File: config.mk
export PLATFORM = sky130hd
export DESIGN_NAME = sdram_init_refresh
export DESIGN_NICKNAME = d
export VERILOG_FILES = /design/src/rtl/sdram_init_refresh.sv
export SDC_FILE = /design/constraint.sdc
export NUM_CORES = 1
export LEC_CHECK = 0
export CAP_MARGIN = 10
export CORE_MARGIN = 10
export CORE_UTILIZATION = 57
export DETAILED_ROUTE_END_ITERATION = 7
export GPL_TIMING_DRIVEN = 0
export PLACE_DENSITY = 0.81
export SLEW_MARGIN = 20
export SYNTH_ARGS = -nofsm -noshare
export SYNTH_HDL_FRONTEND = slang
export SYNTH_SLANG_ARGS = --single-unit
File: constraint.sdc
create_clock -name iclk -period 6.2 [get_ports iclk]
set_clock_uncertainty 0.2 [all_clocks]
set_input_delay 1.24 -clock iclk [delete_from_list [all_inputs] [get_ports iclk]]
set_output_delay 1.24 -clock iclk [all_outputs]
set_load 0.02 [all_outputs]
File: src/rtl/sdram_init_refresh.sv
// SDRAM power-up sequencer: PRECHARGE-all, N_AREF auto-refreshes, mode register load, then DONE.
// Define SDRAM_AUTO_REFRESH_EN to issue periodic AREF every REF_INTERVAL enabled cycles in DONE.
module sdram_init_refresh #(
    parameter int T_PWRUP      = 10000,
    parameter int T_RP         = 3,
    parameter int T_RFC        = 9,
    parameter int T_MRD        = 2,
    parameter int N_AREF       = 2,
    parameter int CAS_LAT      = 3,
    parameter int BL_CODE      = 3,
    parameter int REF_INTERVAL = 780
) (
    input  logic        iclk,
    input  logic        ireset_n,
    input  logic        ireq,
    input  logic        ienb,
    output logic        ofin,
    output logic        orefresh,
    output logic        DRAM_CKE,
    output logic [12:0] DRAM_ADDR,
    output logic [1:0]  DRAM_BA,
    output logic        DRAM_CS_N,
    output logic        DRAM_RAS_N,
    output logic        DRAM_CAS_N,
    output logic        DRAM_WE_N,
    output logic        DRAM_LDQM,
    output logic        DRAM_UDQM
);

    localparam int TM1   = (T_PWRUP > T_RP) ? T_PWRUP : T_RP;
    localparam int TM2   = (T_RFC > T_MRD) ? T_RFC : T_MRD;
    localparam int T_MAX = (TM1 > TM2) ? TM1 : TM2;
    localparam int CW    = $clog2(T_MAX) + 1;

    localparam logic [CW-1:0] PWR_LAST = CW'(T_PWRUP - 1);
    localparam logic [CW-1:0] RP_LAST  = CW'(T_RP - 1);
    localparam logic [CW-1:0] RFC_LAST = CW'(T_RFC - 1);
    localparam logic [CW-1:0] MRD_LAST = CW'(T_MRD - 1);
    localparam logic [CW-1:0] CNT_ONE  = CW'(1);
    localparam logic [2:0]    AREF_LAST = 3'(N_AREF - 1);

    localparam logic [2:0]  CL_BITS   = 3'(CAS_LAT);
    localparam logic [2:0]  BL_BITS   = 3'(BL_CODE);
    localparam logic [12:0] MODE_WORD = {3'b000, 1'b0, 2'b00, CL_BITS, 1'b0, BL_BITS};

    localparam logic [3:0] CMD_INHIBIT = 4'b1111;
    localparam logic [3:0] CMD_NOP     = 4'b0111;
    localparam logic [3:0] CMD_PRE     = 4'b0010;
    localparam logic [3:0] CMD_AREF    = 4'b0001;
    localparam logic [3:0] CMD_LMR     = 4'b0000;

    if (N_AREF < 1 || N_AREF > 8 || REF_INTERVAL <= T_RFC) begin : g_bad_params
        $error("sdram_init_refresh: illegal N_AREF or REF_INTERVAL");
    end

    typedef enum logic [3:0] {
        IDLE, WAIT_PWR, PRECH, WAIT_RP, AREF, WAIT_RFC, LMR, WAIT_MRD, DONE
    } state_t;

    state_t        state, state_d;
    logic [CW-1:0] cnt, cnt_d;
    logic [2:0]    aref_cnt, aref_cnt_d;
    logic [3:0]    cmd, cmd_d;
    logic [12:0]   addr_d;
    logic [1:0]    ba_d;
    logic          cke_d, fin_d, refr_d;

`ifdef SDRAM_AUTO_REFRESH_EN
    localparam int RW = $clog2(REF_INTERVAL) + 1;
    localparam logic [RW-1:0] REF_LAST     = RW'(REF_INTERVAL - 1);
    localparam logic [RW-1:0] REF_RFC_LAST = RW'(T_RFC - 1);
    logic [RW-1:0] ref_cnt, ref_cnt_d;
`endif

    assign {DRAM_CS_N, DRAM_RAS_N, DRAM_CAS_N, DRAM_WE_N} = cmd;

    // Outputs are registered from the current state, so each command appears one edge after its state is entered.
    always_comb begin
        state_d    = state;
        cnt_d      = cnt;
        aref_cnt_d = aref_cnt;
        cmd_d      = (state == IDLE) ? CMD_INHIBIT : CMD_NOP;
        addr_d     = '0;
        ba_d       = '0;
        cke_d      = DRAM_CKE;
        fin_d      = ofin;
`ifdef SDRAM_AUTO_REFRESH_EN
        refr_d     = orefresh;
        ref_cnt_d  = (state == DONE) ? ref_cnt : '0;
`else
        refr_d     = 1'b0;
`endif
        if (state == IDLE) begin
            cke_d  = 1'b0;
            fin_d  = 1'b0;
            refr_d = 1'b0;
            if (ireq && ienb) begin
                state_d    = WAIT_PWR;
                cnt_d      = '0;
                aref_cnt_d = '0;
            end
        end else if (ienb) begin
            cke_d = 1'b1;
            case (state)
                WAIT_PWR: begin
                    if (cnt == PWR_LAST) begin
                        state_d = PRECH;
                        cnt_d   = '0;
                    end else begin
                        cnt_d = cnt + 1'b1;
                    end
                end
                PRECH: begin
                    cmd_d      = CMD_PRE;
                    addr_d[10] = 1'b1;
                    cnt_d      = CNT_ONE;
                    state_d    = (T_RP > 1) ? WAIT_RP : AREF;
                end
                WAIT_RP: begin
                    if (cnt == RP_LAST) begin
                        state_d = AREF;
                        cnt_d   = '0;
                    end else begin
                        cnt_d = cnt + 1'b1;
                    end
                end
                AREF: begin
                    cmd_d = CMD_AREF;
                    cnt_d = CNT_ONE;
                    if (T_RFC > 1) begin
                        state_d = WAIT_RFC;
                    end else if (aref_cnt == AREF_LAST) begin
                        state_d = LMR;
                    end else begin
                        aref_cnt_d = aref_cnt + 3'd1;
                    end
                end
                WAIT_RFC: begin
                    if (cnt == RFC_LAST) begin
                        cnt_d = '0;
                        if (aref_cnt == AREF_LAST) begin
                            state_d = LMR;
                        end else begin
                            state_d    = AREF;
                            aref_cnt_d = aref_cnt + 3'd1;
                        end
                    end else begin
                        cnt_d = cnt + 1'b1;
                    end
                end
                LMR: begin
                    cmd_d   = CMD_LMR;
                    addr_d  = MODE_WORD;
                    cnt_d   = CNT_ONE;
                    state_d = (T_MRD > 1) ? WAIT_MRD : DONE;
                end
                WAIT_MRD: begin
                    if (cnt == MRD_LAST) begin
                        state_d = DONE;
                        cnt_d   = '0;
                    end else begin
                        cnt_d = cnt + 1'b1;
                    end
                end
                DONE: begin
                    fin_d = 1'b1;
`ifdef SDRAM_AUTO_REFRESH_EN
                    if (ref_cnt == REF_LAST) begin
                        cmd_d     = CMD_AREF;
                        refr_d    = 1'b1;
                        ref_cnt_d = '0;
                    end else begin
                        ref_cnt_d = ref_cnt + 1'b1;
                        refr_d    = orefresh && (ref_cnt < REF_RFC_LAST);
                    end
`endif
                end
                default: state_d = IDLE;
            endcase
        end
    end

    always_ff @(posedge iclk) begin
        if (!ireset_n) begin
            state     <= IDLE;
            cnt       <= '0;
            aref_cnt  <= '0;
            cmd       <= CMD_INHIBIT;
            DRAM_ADDR <= '0;
            DRAM_BA   <= '0;
            DRAM_CKE  <= 1'b0;
            ofin      <= 1'b0;
            orefresh  <= 1'b0;
            DRAM_LDQM <= 1'b1;
            DRAM_UDQM <= 1'b1;
`ifdef SDRAM_AUTO_REFRESH_EN
            ref_cnt   <= '0;
`endif
        end else begin
            state     <= state_d;
            cnt       <= cnt_d;
            aref_cnt  <= aref_cnt_d;
            cmd       <= cmd_d;
            DRAM_ADDR <= addr_d;
            DRAM_BA   <= ba_d;
            DRAM_CKE  <= cke_d;
            ofin      <= fin_d;
            orefresh  <= refr_d;
            DRAM_LDQM <= 1'b1;
            DRAM_UDQM <= 1'b1;
`ifdef SDRAM_AUTO_REFRESH_EN
            ref_cnt   <= ref_cnt_d;
`endif
        end
    end

endmodule

# Word level (Yosys, flattened, before mapping)

Index checks and enable logic that the tools add are counted.

Bits in registers: 41
Input port bits: 4
Output and inout bits: 24
Word-level logic and storage cells: 74

$add $sub $neg: 2
Eq/ne operators: 20
Multiplexer cells: 29
Bitwise logic cells: 2
Reduce and logical (&&, ||, !) cells: 13

Operators by type and width:

| cell                                                  | count |
|---|---|
| two-way mux 15 bit                                    | 7 |
| case mux 15 bit (5 select lines)                      | 1 |
| two-way mux 4 bit                                     | 10 |
| case mux 4 bit (8 select lines)                       | 1 |
| two-way mux 3 bit                                     | 6 |
| equality test 4 x 3 -> 1 bit, second input constant   | 4 |
| adder 15 x 1 -> 15 bit, second input constant         | 1 |
| equality test 15 x 1 -> 1 bit, second input constant  | 1 |
| equality test 15 x 14 -> 1 bit, second input constant | 1 |
| equality test 15 x 2 -> 1 bit, second input constant  | 1 |
| equality test 15 x 4 -> 1 bit, second input constant  | 1 |
| != test 3 bit, second input constant                  | 4 |
| case mux 4 bit (3 select lines)                       | 1 |
| equality test 4 x 2 -> 1 bit, second input constant   | 2 |
| AND reduction 7 bit                                   | 1 |
| two-way mux 6 bit                                     | 1 |
| nonzero test 2 bit                                    | 3 |
| nonzero test 6 bit                                    | 1 |
| OR reduction 3 bit                                    | 2 |
| AND reduction 5 bit                                   | 1 |
| equality test 4 x 1 -> 1 bit, second input constant   | 1 |
| equality test 4 bit, second input constant            | 1 |
| logical NOT 4 bit                                     | 1 |
| != test 2 bit, second input constant                  | 2 |
| other kinds (10)                                      | 11 |

# Logic depth before layout (Yosys ltp)

Gate-level depths: netlist of the first run.

Word-level depth: 6
Mapped depth: 9
Depth with buffers taken out: 8

# Worst setup path after synthesis of the first run

No wires, ideal clock.

Path kind: input to register
From: input ienb
To: register cnt[10]
Setup time: 0.132 ns
Data arrival time: 2.182 ns
Data required time: 5.868 ns
Slack: 3.687 ns
Cell stages on the path: 6
Buffers on the path: 0
Cell sequence: nor2b_1 > o21ai_2 > nor4_4 > and3_1 > xnor2_1 > nor3_1

Longest elaborated chain between the ends: 3
Elaborated cells on any way between the ends: 4
Those cells by class: eq/ne (1); reduce/logical (3)

Ends and longest elaborated chain:

| what                             | line | text |
|---|---|---|
| from (decl)                      | 16   | `input logic ienb,` |
| logical AND 1 bit                | 97   | `if (ireq && ienb) begin` |
| != test 2 x 1 -> 1 bit (no line) | --   |  |
| AND reduction 3 bit (no line) *  | --   |  |
| to (signal assigned)             | 201  | `cnt <= cnt_d;` |
| to (decl)                        | 61   | `logic [CW-1:0] cnt, cnt_d;` |

Every way passes the cells marked *; elsewhere a longest branch is shown, timed or not.
A chain may end at the register's enable or synchronous reset.

# Worst setup path in the final report of the first run

Ends and elaborated chain as after synthesis.

==> metrics.yaml, run 1 <==
clock_latency_ns: 0.33
slew_viol_final: 0
p_per_area_nw_per_um2: 208
use_met3_pct: 4.30
hold_viol: 0
path_depth: 7
cts_root_buf: "clkbuf_4"
fp.dieW_um: 75.7
swShare_pct: 28.2
min_path_cells: 2
nets: 249
crit_chain: "clkdlybuf4s50_1 > nor2b_1 > o21ai_2 > nor4_4 > and3_1 > xnor2_1 > nor3_1"
cts.repair.resized: 0
internal_power_uw: 309
postCtsSetupBuffers: 0
yosys_warnings: 0
worstPathMaxFanout: 7
antenna_cells: 0
ios: 28
cts_tree: "done"
synth-edff-count: 0
cts.clk_slew.worst_paths_ns: 0.09
gp_congestion: 0.815
yosysSeqAreaShare_pct: 33.9
min_path_type: "flip-flop to flip-flop"
drive_above_1_share_pct: 16.3
endpoint_kind: "flip-flop"
dr.first_iter.drc_count: 133
dr_total_vias: 1559
seqPwrFrac_pct: 46.8
antenna_found_initial: 0
maxCapViolations: 0
ys_ff_latch: 30
drc: 0
multiInputGateArea_um2: 1020
p_leak_nw: 0.788
reg2reg_depth: 9
dieArea_um2: 5740
gr-max-usage-layer: "met2"
fmax_ghz: 0.333
grt_use_total_pct: 13.8
synthToLayoutAreaGrowth_pct: 17.0
syn_area_um2: 1770
syn_avg_cell_area_um2: 8.55
period_share_pct: 48.4
h-tree-depth: 2
cts.sinks: 30
synth_cells: 207
vdd_drop_max_v: 0.000122
grt_pass1_vias: 1415
tightestPinTransition_ns: 0.525
numCtsBuffers: 5
rows: 20
dr.pass1.iters: 5
routed_via_density: 5.71
r2r_slack_ns: 3.79
worstHoldStart: "DRAM_CKE$_SDFFE_PP0P_"
fillCellCount: 278
layout_commonest_cell: "dfxtp_1"
routedWlPerCell_um: 13.7
setup-violations-final: 0
hpwl_mm: 2.83
grt_overflow: 0
min_period_ns: 3.00
use_met2_pct: 23.3
async_reset_ff_share_pct: 0
seqCellArea_um2: 601
dp.cells: 265
fin_setup_tns_ns: 0
ys_types: 47
layout_common_cells: "30 x dfxtp_1, 17 x buf_4, 14 x nor3_1, 14 x clkdlybuf4s50_1, 13 x conb_1"
met1_usage_pct: 15.3
grt_pass1_wl_mm: 6.15
crit_path_start: "ienb"
crit_path_start_kind: "input port"
instances_no_fill: 273
slowest_delay_ns: 0.59
die_h_um: 75.7
crit_type: "input port to flip-flop"
reg2reg_from: "cnt[0]$_SDFFE_PN0P_"
hold_buffers: 0
synth_flop_cell: "dfxtp_1"
clk_path_buf_depth: 2
fp.coreArea_um2: 3000
wirelength_mm: 3.75
p_sw_uw: 121
required_ns: 6.21
grt_max_degree: 11
crit_family: "simple AND/OR/NAND/NOR gates"
outcome: "finished clean"
ant_nets: 0
maxSlewHeadroom_pct: 64.7
rsz0062_at_grt: "no"
initial_core_util_pct: 59.0
worst-path-buf-inv: 1
pwr-share-clk_pct: 35.5
comb_power_share_pct: 17.7
port_buffers: 14
cp.arrival_ns: 3.00
crit_slowest_cell: "clkdlybuf4s50_1"
sequential cells by signal (all words and copies together) (netlist names):
signal / count
DRAM_ADDR: 2
ofin: 1
aref_cnt: 3
DRAM_CKE: 1
cnt: 15
cmd: 4
state: 4
per-layer routing:
metal  part of all wire [%]  vias to the layer above
met5                      0                        -
met4                    2.8                        0
met3                    5.7                       13
met2                     47                       49
met1                     44                      714
li1                       -                      783
worst reg2reg max path: stages, from the launching register on:
cell	delay, ns
dfxtp_1	0.37
inv_1	0.12
ha_1	0.16
nor4bb_1	0.28
nand4_1	0.29
nand2_1	0.21
nand4b_2	0.21
buf_4	0.24
a31oi_1	0.15
o21ai_1	0.08
final timing paths:
kind / end
hold / removal: DRAM_CKE$_SDFFE_PP0P_
setup / recovery: cnt[10]$_SDFFE_PN0P_
hold reg to reg: DRAM_CKE$_SDFFE_PP0P_
setup reg to reg: cnt[3]$_SDFFE_PN0P_
synthesized netlist by cell type (2+ instances only):
library cell / n / area share, %
xor2_1: 2 / 0.99
nand2_1: 11 / 2.3
ha_1: 6 / 4.2
o211ai_1: 4 / 1.7
o21ai_0: 5 / 1.4
nand2b_1: 4 / 1.4
nor3b_1: 2 / 0.85
nand4_1: 8 / 2.8
a31oi_1: 5 / 1.8
a21oi_1: 8 / 2.3
dfxtp_1: 30 / 34
or3_1: 3 / 1.1
a21oi_2: 2 / 0.99
xnor2_1: 6 / 3.0
nor3_1: 14 / 4.0
nand3_1: 10 / 2.8
o21a_1: 2 / 0.85
nor4_1: 2 / 0.71
o21ai_1: 5 / 1.4
conb_1: 2 / 0.42
buf_4: 17 / 7.2
and3_1: 9 / 3.2
a211oi_1: 2 / 0.85
nor2_1: 11 / 2.3
clkbuf_1: 4 / 0.85
nor4_4: 2 / 2.4
inv_1: 10 / 2.1
nand4b_1: 2 / 0.99
area by class of cell:
type                            count  area share (%)
Buffer                             22            7.13
Clock buffer                        5            1.81
Clock inverter                      3            1.93
Inverter                           11            1.99
Multi-Input combinational cell    155            49.4
Sequential cell                    30            29.0
Tap cell                           33            1.99
Timing Repair Buffer               14            6.77
cell families (layout without fill, tap and decap cells):
logic type / Yosys count / in the layout / synth area share (%)
flops: 30 / 30 / 33.9
simple gates: 85 / 85 / 29.1
mux: 1 / 1 / 0.565
compound gates: 42 / 42 / 17.1
other cells: 2 / 13 / 0.424
xor+xnor: 8 / 8 / 3.96
buf+inv: 33 / 55 / 10.7
fa+ha+maj: 6 / 6 / 4.24
stage by stage:
step	worst slack [ns]	util [%]	instance area, um^2	hold WS, ns	total power [mW]
2_1_floorplan	3.69	-	1810	0.277	0.262
6_report	3.20	69.0	2070	0.271	0.430
3_5_place_dp	2.86	66.4	1990	0.256	0.281
4_1_cts	3.23	69.0	2070	0.278	0.433
3_3_place_gp	2.91	66.4	1990	0.249	0.280
5_1_grt	3.08	69.0	2070	0.323	0.450
power groups by stage:
stage	Sequential (mW)	Clock [mW]	Combinational, mW
2_1_floorplan	0.208	0	0.0547
6_report	0.201	0.153	0.0761
3_5_place_dp	0.206	0	0.0750
5_1_grt	0.202	0.163	0.0844
3_3_place_gp	0.206	0	0.0744
4_1_cts	0.201	0.157	0.0751
(Power assumes the default switching activity.)
==> inputs of run 2 (changes only) <==
- CORE_UTILIZATION: 57 -> 53
- PLACE_DENSITY: 0.81 -> 0.76
- clock period: 6.2 -> 3.1 ns (I/O delays scaled with it)
==> run 2 against run 1 <==
First-iteration DRC count fell by 3.0%. Sequential share of layout area fell by 0.21 points. Via count is 1.0% lower. Combinational power grew 100%. Wire length up 0.93%.
==> metrics.yaml, run 2 (synthesis results as in run 1) <==
required_ns: 3.13  # -3.08 ns
crit_path_start_kind: "input port"
hold_buffers: 0  # unchanged
r2r_slack_ns: 0.75  # -3.04 ns
layout_commonest_cell: "dfxtp_1"
largest_register_ffs: 15  # unchanged
cts.sinks: 30  # unchanged
drc: 0  # unchanged
fp.dieW_um: 77.8  # +2.7%
reg2reg_depth: 9  # unchanged
clock_latency_ns: 0.33  # about the same
cts.clk_slew.worst_paths_ns: 0.10  # about the same
antenna_cells: 0  # unchanged
grt_overflow: 0  # unchanged
crit_slowest_cell: "clkdlybuf4s50_1"
dr.pass1.iters: 4  # -1
maxSlewHeadroom_pct: 65.5  # +0.84 points
fin_setup_tns_ns: 0  # unchanged
postCtsSetupBuffers: 0  # unchanged
worstPathMaxFanout: 10  # +3
die_h_um: 77.8  # +2.7%
dr_total_vias: 1543  # -1.0%
worstHoldStart: "ofin$_SDFFE_PP0P_"
p_leak_nw: 0.787  # about the same
vdd_drop_max_v: 0.000304  # +150%
antenna_found_initial: 0  # unchanged
holdPathEnd: "ofin$_SDFFE_PP0P_"
cp.arrival_ns: 2.46  # -0.54 ns
layout_common_cells: "30 x dfxtp_1, 17 x buf_4, 14 x nor3_1, 14 x clkdlybuf4s50_1, 13 x conb_1"
ant_nets: 0  # unchanged
ios: 28  # unchanged
hold_viol: 0  # unchanged
r2r_end: "cnt[6]$_SDFFE_PN0P_"
period_share_pct: 78.3
p_per_area_nw_per_um2: 407  # +96%
crit_chain: "clkdlybuf4s50_1 > nor2b_1 > o21a_1 > clkbuf_1 > nor2_1 > a31oi_1 > mux2i_1"
fin_util_pct: 66.7  # -2.3 points
endpoint_kind: "flip-flop"
cts.repair.resized: 0  # unchanged
pre_cts_ws_ns: 0.355  # -2.50 ns
min_path_type: "flip-flop to flip-flop"
drive_above_1_share_pct: 16.3  # unchanged
reg_top3: "cnt x15, cmd x4, state x4"
routed_via_density: 5.43  # -4.9%
grt_pass1_vias: 1391  # -1.7%
dieArea_um2: 6050  # +5.5%
grt_pass1_wl_mm: 6.50  # +5.7%
initial_core_util_pct: 56.6  # -2.4 points
crit_type: "input port to flip-flop"
maxCapViolations: 0  # unchanged
synthToLayoutAreaGrowth_pct: 17.8
min_period_ns: 2.43
clk_path_buf_depth: 2  # unchanged
top_register: "cnt"
min_path_cells: 2  # unchanged
slowest_delay_ns: 0.62  # +0.03 ns
fin_ws_ns: 0.673  # -2.53 ns
port_buffers: 14  # unchanged
outcome: "finished clean"
setup-violations-final: 0  # unchanged
rsz0062_at_grt: "no"
hpwl_mm: 2.80  # -0.99%
h-tree-depth: 2  # unchanged
grt_max_degree: 11  # unchanged
dr.first_iter.drc_count: 129  # -3.0%
numCtsBuffers: 5  # unchanged
tightestPinTransition_ns: 0.511  # -0.0142 ns
rows: 20  # unchanged
fmax_ghz: 0.412
p_total_uw: 849  # +97%
cts_tree: "done"
nets: 249  # unchanged
wirelength_mm: 3.78  # +0.93%
gp_congestion: 0.914  # +12%
fp.coreArea_um2: 3130  # +4.2%
cts_root_buf: "clkbuf_4"
grt_use_total_pct: 12.8  # -1.0 points
routedWlPerCell_um: 13.3  # -3.0%
reg2reg_from: "cnt[0]$_SDFFE_PN0P_"
slew_viol_final: 0  # unchanged
run 2: changes by cell type in the layout (fill, tap and decap cells not counted):
cell / previous run / this run
clkbuf_8: 0 / 3
clkinv_2: 2 / 0
bufinv_16: 1 / 0
run 2: how the worst max path moves through the flow:
stage,startpoint,endpoint,slack (ns),cells past startpoint
final,ienb,cnt[2]$_SDFFE_PN0P_,0.67,7
after CTS,ienb,cnt[9]$_SDFFE_PN0P_,0.71,7
after floorplan,cnt[0]$_SDFFE_PN0P_,cnt[6]$_SDFFE_PN0P_,1.08,9
after global routing,ienb,cnt[9]$_SDFFE_PN0P_,0.53,7
after detailed placement,ienb,cnt[9]$_SDFFE_PN0P_,0.35,7
after global placement,ienb,cnt[2]$_SDFFE_PN0P_,0.34,7
run 2: layer usage:
layer / global-route usage [%] / vias to the layer above / wire length (um)
met1: 15.4 / 717 / 1820
met4: 4.93 / 0 / 58
met2: 20.0 / 35 / 1660
met5: 0 / - / 0
li1: - / 785 / -
met3: 4.95 / 6 / 243
run 2: final cells by class:
type / instances / area, um^2
fill: 263 / 1040
multi-input combinational: 155 / 1020
sequential: 30 / 601
buffer: 22 / 148
timing repair buffer: 14 / 140
clock buffer: 8 / 78.8
tap: 44 / 55.1
inverter: 11 / 41.3
run 2: metrics by stage:
| step | hold slack (ns) | cells | cell area (um^2) |
|---|---|---|---|
| detailed placement | 0.267 | 276 | 2010 |
| global route | 0.331 | 284 | 2090 |
| finish | 0.280 | 284 | 2090 |
| CTS | 0.289 | 284 | 2090 |
| floorplan | 0.277 | 218 | 1810 |
| global placement | 0.250 | 276 | 2010 |
run 2: worst max-delay path: cells and delay by family:
| family | cells | cell delay [ns] |
|---|---|---|
| AO/OA/AOI/OAI | 2 | 0.32 |
| buffers and inverters | 2 | 0.97 |
| multiplexers | 1 | 0.09 |
| AND/OR/NAND/NOR | 2 | 0.45 |
run 2: where the power goes:
group / total, mW / switching (mW) / internal (mW)
Sequential: 0.403 / 0.00842 / 0.394
Clock: 0.293 / 0.138 / 0.155
Combinational: 0.153 / 0.0970 / 0.0564
